--- config.mk ---
export PLATFORM = sky130hd
export DESIGN_NAME = main_ctrl_fsm_flat
export DESIGN_NICKNAME = d
export VERILOG_FILES = /design/src/rtl/main_ctrl_if.sv /design/src/rtl/main_ctrl_fsm.sv /design/src/flat_wrapper.sv
export SDC_FILE = /design/constraint.sdc
export NUM_CORES = 1
export LEC_CHECK = 0
export CORE_ASPECT_RATIO = 1.25
export CORE_MARGIN = 2
export CORE_UTILIZATION = 33
export CTS_CLUSTER_SIZE = 28
export DETAILED_ROUTE_END_ITERATION = 12
export PLACE_DENSITY_LB_ADDON = 0.15
export REMOVE_ABC_BUFFERS = 1
export SKIP_LAST_GASP = 1
export SYNTH_ARGS = -nofsm -noshare
export SYNTH_HDL_FRONTEND = slang
export SYNTH_SLANG_ARGS = --single-unit
--- constraint.sdc ---
create_clock -name clk -period 2.3 [get_ports clk]
set_clock_uncertainty 0.1 [all_clocks]
set_input_delay 0.46 -clock clk [delete_from_list [all_inputs] [get_ports clk]]
set_output_delay 0.46 -clock clk [all_outputs]
set_load 0.02 [all_outputs]
--- src/rtl/main_ctrl_if.sv ---
// Control bundle between the multicycle main controller and the datapath.
// The master side is the FSM: it reads opcode and zero flag and drives all controls.
interface main_ctrl_if;
    logic [5:0] op;
    logic       zero;
    logic [2:0] aluop;
    logic       alusrca;
    logic [1:0] alusrcb;
    logic       zeroext;
    logic [1:0] pcsrc;
    logic       pcen;
    logic       irwrite;
    logic       memwrite;
    logic       regwrite;
    logic       iord;
    logic       regdst;
    logic       memtoreg;
    logic       illegal;
    logic [3:0] state;

    modport master (
        input  op, zero,
        output aluop, alusrca, alusrcb, zeroext, pcsrc, pcen, irwrite,
               memwrite, regwrite, iord, regdst, memtoreg, illegal, state
    );

    modport slave (
        output op, zero,
        input  aluop, alusrca, alusrcb, zeroext, pcsrc, pcen, irwrite,
               memwrite, regwrite, iord, regdst, memtoreg, illegal, state
    );
endinterface

--- src/rtl/main_ctrl_fsm.sv ---
// Multicycle Moore main controller: state register plus registered control word,
// with write enables gated by reset and the branch PC enable qualified by zero.
module main_ctrl_fsm (
    input  logic       clk,
    input  logic       rst,
    main_ctrl_if.master bus
);
    typedef enum logic [3:0] {
        FETCH  = 4'd0,  DECODE = 4'd1,  MEMADR = 4'd2,  MEMRD = 4'd3,
        MEMWB  = 4'd4,  MEMWR  = 4'd5,  EXEC   = 4'd6,  ALUWB = 4'd7,
        BRANCH = 4'd8,  IEXEC  = 4'd9,  IWB    = 4'd10, JUMP  = 4'd11
    } state_t;

    localparam logic [5:0] OP_RTYPE = 6'b000000;
    localparam logic [5:0] OP_J     = 6'b000010;
    localparam logic [5:0] OP_BEQ   = 6'b000100;
    localparam logic [5:0] OP_ADDI  = 6'b001000;
    localparam logic [5:0] OP_ANDI  = 6'b001100;
    localparam logic [5:0] OP_ORI   = 6'b001101;
    localparam logic [5:0] OP_LW    = 6'b100011;
    localparam logic [5:0] OP_SW    = 6'b101011;

    typedef struct packed {
        logic [2:0] aluop;
        logic       alusrca;
        logic [1:0] alusrcb;
        logic       zeroext;
        logic [1:0] pcsrc;
        logic       pcen;
        logic       irwrite;
        logic       memwrite;
        logic       regwrite;
        logic       iord;
        logic       regdst;
        logic       memtoreg;
        logic       branch;
    } ctrl_t;

    state_t state;
    state_t state_nxt;
    ctrl_t  ctrl_q;

    function automatic state_t next_state(input state_t s, input logic [5:0] op);
        case (s)
            FETCH:  return DECODE;
            DECODE: begin
                case (op)
                    OP_LW, OP_SW:              return MEMADR;
                    OP_RTYPE:                  return EXEC;
                    OP_BEQ:                    return BRANCH;
                    OP_ADDI, OP_ANDI, OP_ORI:  return IEXEC;
                    OP_J:                      return JUMP;
                    default:                   return FETCH;
                endcase
            end
            MEMADR: return (op == OP_SW) ? MEMWR : MEMRD;
            MEMRD:  return MEMWB;
            EXEC:   return ALUWB;
            IEXEC:  return IWB;
            default: return FETCH;
        endcase
    endfunction

    // op is only meaningful for IEXEC, whose controls are loaded while op is stable in DECODE.
    function automatic ctrl_t decode(input state_t s, input logic [5:0] op);
        // NOTE: start from an all-zero word so every path assigns every field; no latches, no stale bits.
        ctrl_t c = '0;
        case (s)
            FETCH:  begin c.alusrcb = 2'b01; c.irwrite = 1'b1; c.pcen = 1'b1; end
            DECODE: c.alusrcb = 2'b11;
            MEMADR: begin c.alusrca = 1'b1; c.alusrcb = 2'b10; end
            MEMRD:  c.iord = 1'b1;
            MEMWB:  begin c.memtoreg = 1'b1; c.regwrite = 1'b1; end
            MEMWR:  begin c.iord = 1'b1; c.memwrite = 1'b1; end
            EXEC:   begin c.alusrca = 1'b1; c.aluop = 3'b010; end
            ALUWB:  begin c.regdst = 1'b1; c.regwrite = 1'b1; end
            BRANCH: begin c.alusrca = 1'b1; c.aluop = 3'b001; c.pcsrc = 2'b01; c.branch = 1'b1; end
            IEXEC: begin
                c.alusrca = 1'b1;
                c.alusrcb = 2'b10;
                case (op)
                    OP_ANDI: begin c.aluop = 3'b100; c.zeroext = 1'b1; end
                    OP_ORI:  begin c.aluop = 3'b011; c.zeroext = 1'b1; end
                    default: begin c.aluop = 3'b000; c.zeroext = 1'b0; end
                endcase
            end
            IWB:    c.regwrite = 1'b1;
            JUMP:   begin c.pcsrc = 2'b10; c.pcen = 1'b1; end
            default: c = '0;
        endcase
        return c;
    endfunction

    function automatic logic op_supported(input logic [5:0] op);
        return op inside {OP_LW, OP_SW, OP_RTYPE, OP_BEQ, OP_ADDI, OP_ANDI, OP_ORI, OP_J};
    endfunction

    assign state_nxt = next_state(state, bus.op);

    // The control word is registered alongside the state so outputs come straight from flops.
    always_ff @(posedge clk or posedge rst) begin
        if (rst) begin
            state  <= FETCH;
            ctrl_q <= decode(FETCH, 6'd0);
        end else begin
            // NOTE: non-blocking updates keep state and ctrl_q sampling the same pre-edge values.
            state  <= state_nxt;
            ctrl_q <= decode(state_nxt, bus.op);
        end
    end

    assign bus.state    = state;
    assign bus.aluop    = ctrl_q.aluop;
    assign bus.alusrca  = ctrl_q.alusrca;
    assign bus.alusrcb  = ctrl_q.alusrcb;
    assign bus.zeroext  = ctrl_q.zeroext;
    assign bus.pcsrc    = ctrl_q.pcsrc;
    assign bus.iord     = ctrl_q.iord;
    assign bus.regdst   = ctrl_q.regdst;
    assign bus.memtoreg = ctrl_q.memtoreg;

    // Write enables drop the instant reset rises, without waiting for a clock.
    assign bus.pcen     = ~rst & (ctrl_q.pcen | (ctrl_q.branch & bus.zero));
    assign bus.irwrite  = ~rst & ctrl_q.irwrite;
    assign bus.memwrite = ~rst & ctrl_q.memwrite;
    assign bus.regwrite = ~rst & ctrl_q.regwrite;

    // op is loaded into the IR on the FETCH edge, so legality can only be judged live in DECODE.
    assign bus.illegal  = ~rst & (state == DECODE) & ~op_supported(bus.op);
endmodule

--- src/flat_wrapper.sv ---
// flat-port wrapper written by rule: the top's interface ports become plain ports
module main_ctrl_fsm_flat 
  (clk, rst, bus_op, bus_zero, bus_aluop, bus_alusrca, bus_alusrcb, bus_zeroext, bus_pcsrc, bus_pcen, bus_irwrite, bus_memwrite, bus_regwrite, bus_iord, bus_regdst, bus_memtoreg, bus_illegal, bus_state);
  main_ctrl_if bus_i ();
  input  logic clk;
  input  logic rst;
  input wire logic [$bits(bus_i.op)-1:0] bus_op;
  input wire logic [$bits(bus_i.zero)-1:0] bus_zero;
  output wire logic [$bits(bus_i.aluop)-1:0] bus_aluop;
  output wire logic [$bits(bus_i.alusrca)-1:0] bus_alusrca;
  output wire logic [$bits(bus_i.alusrcb)-1:0] bus_alusrcb;
  output wire logic [$bits(bus_i.zeroext)-1:0] bus_zeroext;
  output wire logic [$bits(bus_i.pcsrc)-1:0] bus_pcsrc;
  output wire logic [$bits(bus_i.pcen)-1:0] bus_pcen;
  output wire logic [$bits(bus_i.irwrite)-1:0] bus_irwrite;
  output wire logic [$bits(bus_i.memwrite)-1:0] bus_memwrite;
  output wire logic [$bits(bus_i.regwrite)-1:0] bus_regwrite;
  output wire logic [$bits(bus_i.iord)-1:0] bus_iord;
  output wire logic [$bits(bus_i.regdst)-1:0] bus_regdst;
  output wire logic [$bits(bus_i.memtoreg)-1:0] bus_memtoreg;
  output wire logic [$bits(bus_i.illegal)-1:0] bus_illegal;
  output wire logic [$bits(bus_i.state)-1:0] bus_state;
  assign bus_i.op = bus_op;
  assign bus_i.zero = bus_zero;
  assign bus_aluop = bus_i.aluop;
  assign bus_alusrca = bus_i.alusrca;
  assign bus_alusrcb = bus_i.alusrcb;
  assign bus_zeroext = bus_i.zeroext;
  assign bus_pcsrc = bus_i.pcsrc;
  assign bus_pcen = bus_i.pcen;
  assign bus_irwrite = bus_i.irwrite;
  assign bus_memwrite = bus_i.memwrite;
  assign bus_regwrite = bus_i.regwrite;
  assign bus_iord = bus_i.iord;
  assign bus_regdst = bus_i.regdst;
  assign bus_memtoreg = bus_i.memtoreg;
  assign bus_illegal = bus_i.illegal;
  assign bus_state = bus_i.state;
  main_ctrl_fsm u_core (.clk(clk), .rst(rst), .bus(bus_i));
endmodule
==> metrics.txt <==
Worst Max-Slew Pin Slew roughly 0.42 ns; clock buffer depth 2; DP Worst Slack -0.641 ns; worst r2r src u_core.bus.state[3]$_DFF_PP0_; CTS tree built; Main synth FF type dfrtp_1; Tightest Hold Check Type input port to flip-flop; PD cells slightly below 1000 nW/µm²; core box area between 2000 and 3000 µm²; Layout Nets around 150; commonest non-fill, non-tap cell in the layout buf_4; sequential area share after synthesis 50.2%; Max-Cap Viols 0; P_leak 0.000721 µW; CP required around 1.7 ns; family with the most delay on the worst path simple AND/OR/NAND/NOR gates; crit path cell chain clkdlybuf4s15_1 -> or4b_4 -> a311oi_4 -> nor4b_2 -> buf_2; drt total wl about 2200 µm; Crit Path Class input port to output pin; final hold vios 0; Net Switching about 530 µW; Diodes inserted 0; status finished clean; f_max ~0.45 GHz; DRT Pass-1 Iters 4; io pins 30; Startpoint Class input port; drt first-iter violations 9; crit path time final around 2.2 ns; crit path buf inv count 2; Yosys reg bits 20; root buffer cell clkbuf_4; initial antenna violation count 0; Post-DP HPWL about 1800 µm; GRT Total Usage approximately 15%; clock group share of total power 13.7%; beginning of the worst hold path bus_op[3]; RSZ-0062 raised after global routing no; number of flops mapped to enable cells by yosys 0; Vias/cell roughly 4.6; Placer Congestion about 0.86; logic gate share of total power a little over half; Finish-stage setup viols 0; register area 504 µm²; area of the multi-input gates roughly 430 µm²; Cells after DPL about 180; via count 827; Mapped Cells 94; Die Span X 53.4 µm; Post-synth ARST share 100%; most frequent cells in the layout buf_4, clkdlybuf4s50_1, dfrtp_1; # port buffers 29; FP Rows 22; crit path launch bus_op[2]; VDD IR-drop max about 0.51 mV; max_slew headroom a little under three quarters; global-route wire length before repair between 3000 and 4000 µm; Initial Util between 30% and 40%; Flop pwr share 33.1%; Remaining DRCs 0; Arrival @ worst endpoint about 1.7 ns; CP peak stage delay 0.54 ns; Switching Fraction 36.3%; CTS Buf Count 3; Clk Latency, worst-skew pair 0.29 ns; vias in the first global route ~860; Num Clock Sinks 20; Die Y approximately 66 µm; Slowest-stage cell, CP or4b_4; Filler cells 300; layout cell share with drive strength beyond 1 36.8%; fin. max-slew vios 0; Synth Cell Area 1000 µm²; Reg clk slew, reported paths approximately 0.10 ns; post-synth cell types 42; area grow syn2layout 50.1%; Internal between 900 and 1000 µW; Final ANT Viol Nets 0; gr ovfl total 0; DR WL/cell 12.4 µm; warning count from the yosys run 0; Max Fanout on Critical Path 2; syn avg cell area 10.7 µm²; die area 3500 µm²; largest net degree at the start of global routing 21; H-tree Lvls 1; final setup margin around 0.067 ns; non-filler instance count after layout between 150 and 200; fin crit share just under 100%; Critical Path Sink Type output pin
[through the flow]
step	area, µm²	setup TNS (ns)	total power [µW]	util [%]	hold slack (ns)
after global placement	1470	-3.27	1280	50.4	0.470
after CTS	1500	-0.0929	1470	51.5	0.495
after detailed placement	1470	-3.51	1280	50.4	0.478
final	1510	0	1450	51.7	0.497
after floorplan	948	-0.130	905	-	0.322
after global routing	1510	0	1560	51.7	0.490
[worst register-to-register path, cell delays in order, from the launching register on]
cell and delay, ns:
dfrtp_1 0.40, buf_4 0.16, or3b_2 0.49, a41o_1 0.24, nand3_2 0.12, or2_1 0.18, nand2_1 0.07
[Yosys cell counts (2+ instances only)]
cell	number	area [µm²]
dfstp_2	3	78.8
buf_4	7	52.6
nor2b_1	3	18.8
and2_1	2	12.5
nand3_1	2	10.0
a21oi_1	3	15.0
nand2_1	4	15.0
nor2_1	9	33.8
inv_1	6	22.5
nor3b_1	2	15.0
a21oi_2	2	17.5
o21ai_0	3	15.0
nor3_1	3	15.0
dfrtp_1	17	425
[layer usage]
layer / wire length, µm / track usage, % / vias up
li1: - / - / 424
met5: 0 / 0 / -
met4: 36 / 7.69 / 0
met3: 93 / 2.05 / 2
met1: 892 / 16.3 / 381
met2: 1210 / 27.2 / 20
[final timing paths]
check / end / slack, ns / cells after the start
worst max-delay path: bus_illegal / 0.07 / 5
worst min-delay path: u_core.ctrl_q[5]$_DFF_PP0_ / 0.50 / 3
worst max register to register: u_core.bus.alusrca$_DFF_PP0_ / 0.44 / 6
worst min register to register: u_core.bus.memtoreg$_DFF_PP0_ / 0.50 / 3
max in group asynchronous: u_core.bus.alusrcb[0]$_DFF_PP1_ / 1.21 / 4
min in group asynchronous: u_core.bus.pcsrc[1]$_DFF_PP0_ / 0.63 / 4
[sequential cells by signal, indices dropped and copies added (netlist names)]
| name | flops |
|---|---|
| u_core.bus.zeroext | 1 |
| u_core.bus.alusrca | 1 |
| u_core.bus.aluop | 3 |
| u_core.bus.alusrcb | 2 |
| u_core.bus.memtoreg | 1 |
| u_core.bus.iord | 1 |
| u_core.bus.pcsrc | 2 |
| u_core.bus.regdst | 1 |
| u_core.ctrl_q | 4 |
| u_core.bus.state | 4 |
[cells by family (layout without fill, tap and decap cells)]
group,after synthesis,count (layout),synth area share (%)
flip-flops,20,20,50.2
XOR/XNOR,1,1,0.872
AND/OR/NAND/NOR,39,39,24.2
buffers and inverters,15,65,8.72
AO/OA/AOI/OAI,19,19,16.1
[area by class of cell]
class / count / area share (%)
flip-flops and latches: 20 / 33.4
well taps: 36 / 2.99
clock buffers: 4 / 2.41
multi-input cells: 59 / 28.6
inverters: 7 / 2.07
repair buffers: 54 / 30.5
[power groups by stage]
| stage | sequential [µW] | combinational (µW) | clock [µW] |
|---|---|---|---|
| 3_3_place_gp | 487 | 789 | 0 |
| 3_5_place_dp | 490 | 791 | 0 |
| 6_report | 481 | 772 | 199 |
| 2_1_floorplan | 592 | 313 | 0 |
| 4_1_cts | 482 | 779 | 207 |
| 5_1_grt | 492 | 850 | 221 |
[repair_timing]
action                     4_1_cts  5_1_grt
gates resized for setup         15       11
pin swaps                        3        3
setup endpoints to repair        8        1
buffers inserted                 0        0
hold buffers                     0        0
Note: power is estimated with default switching activity, not from simulation.
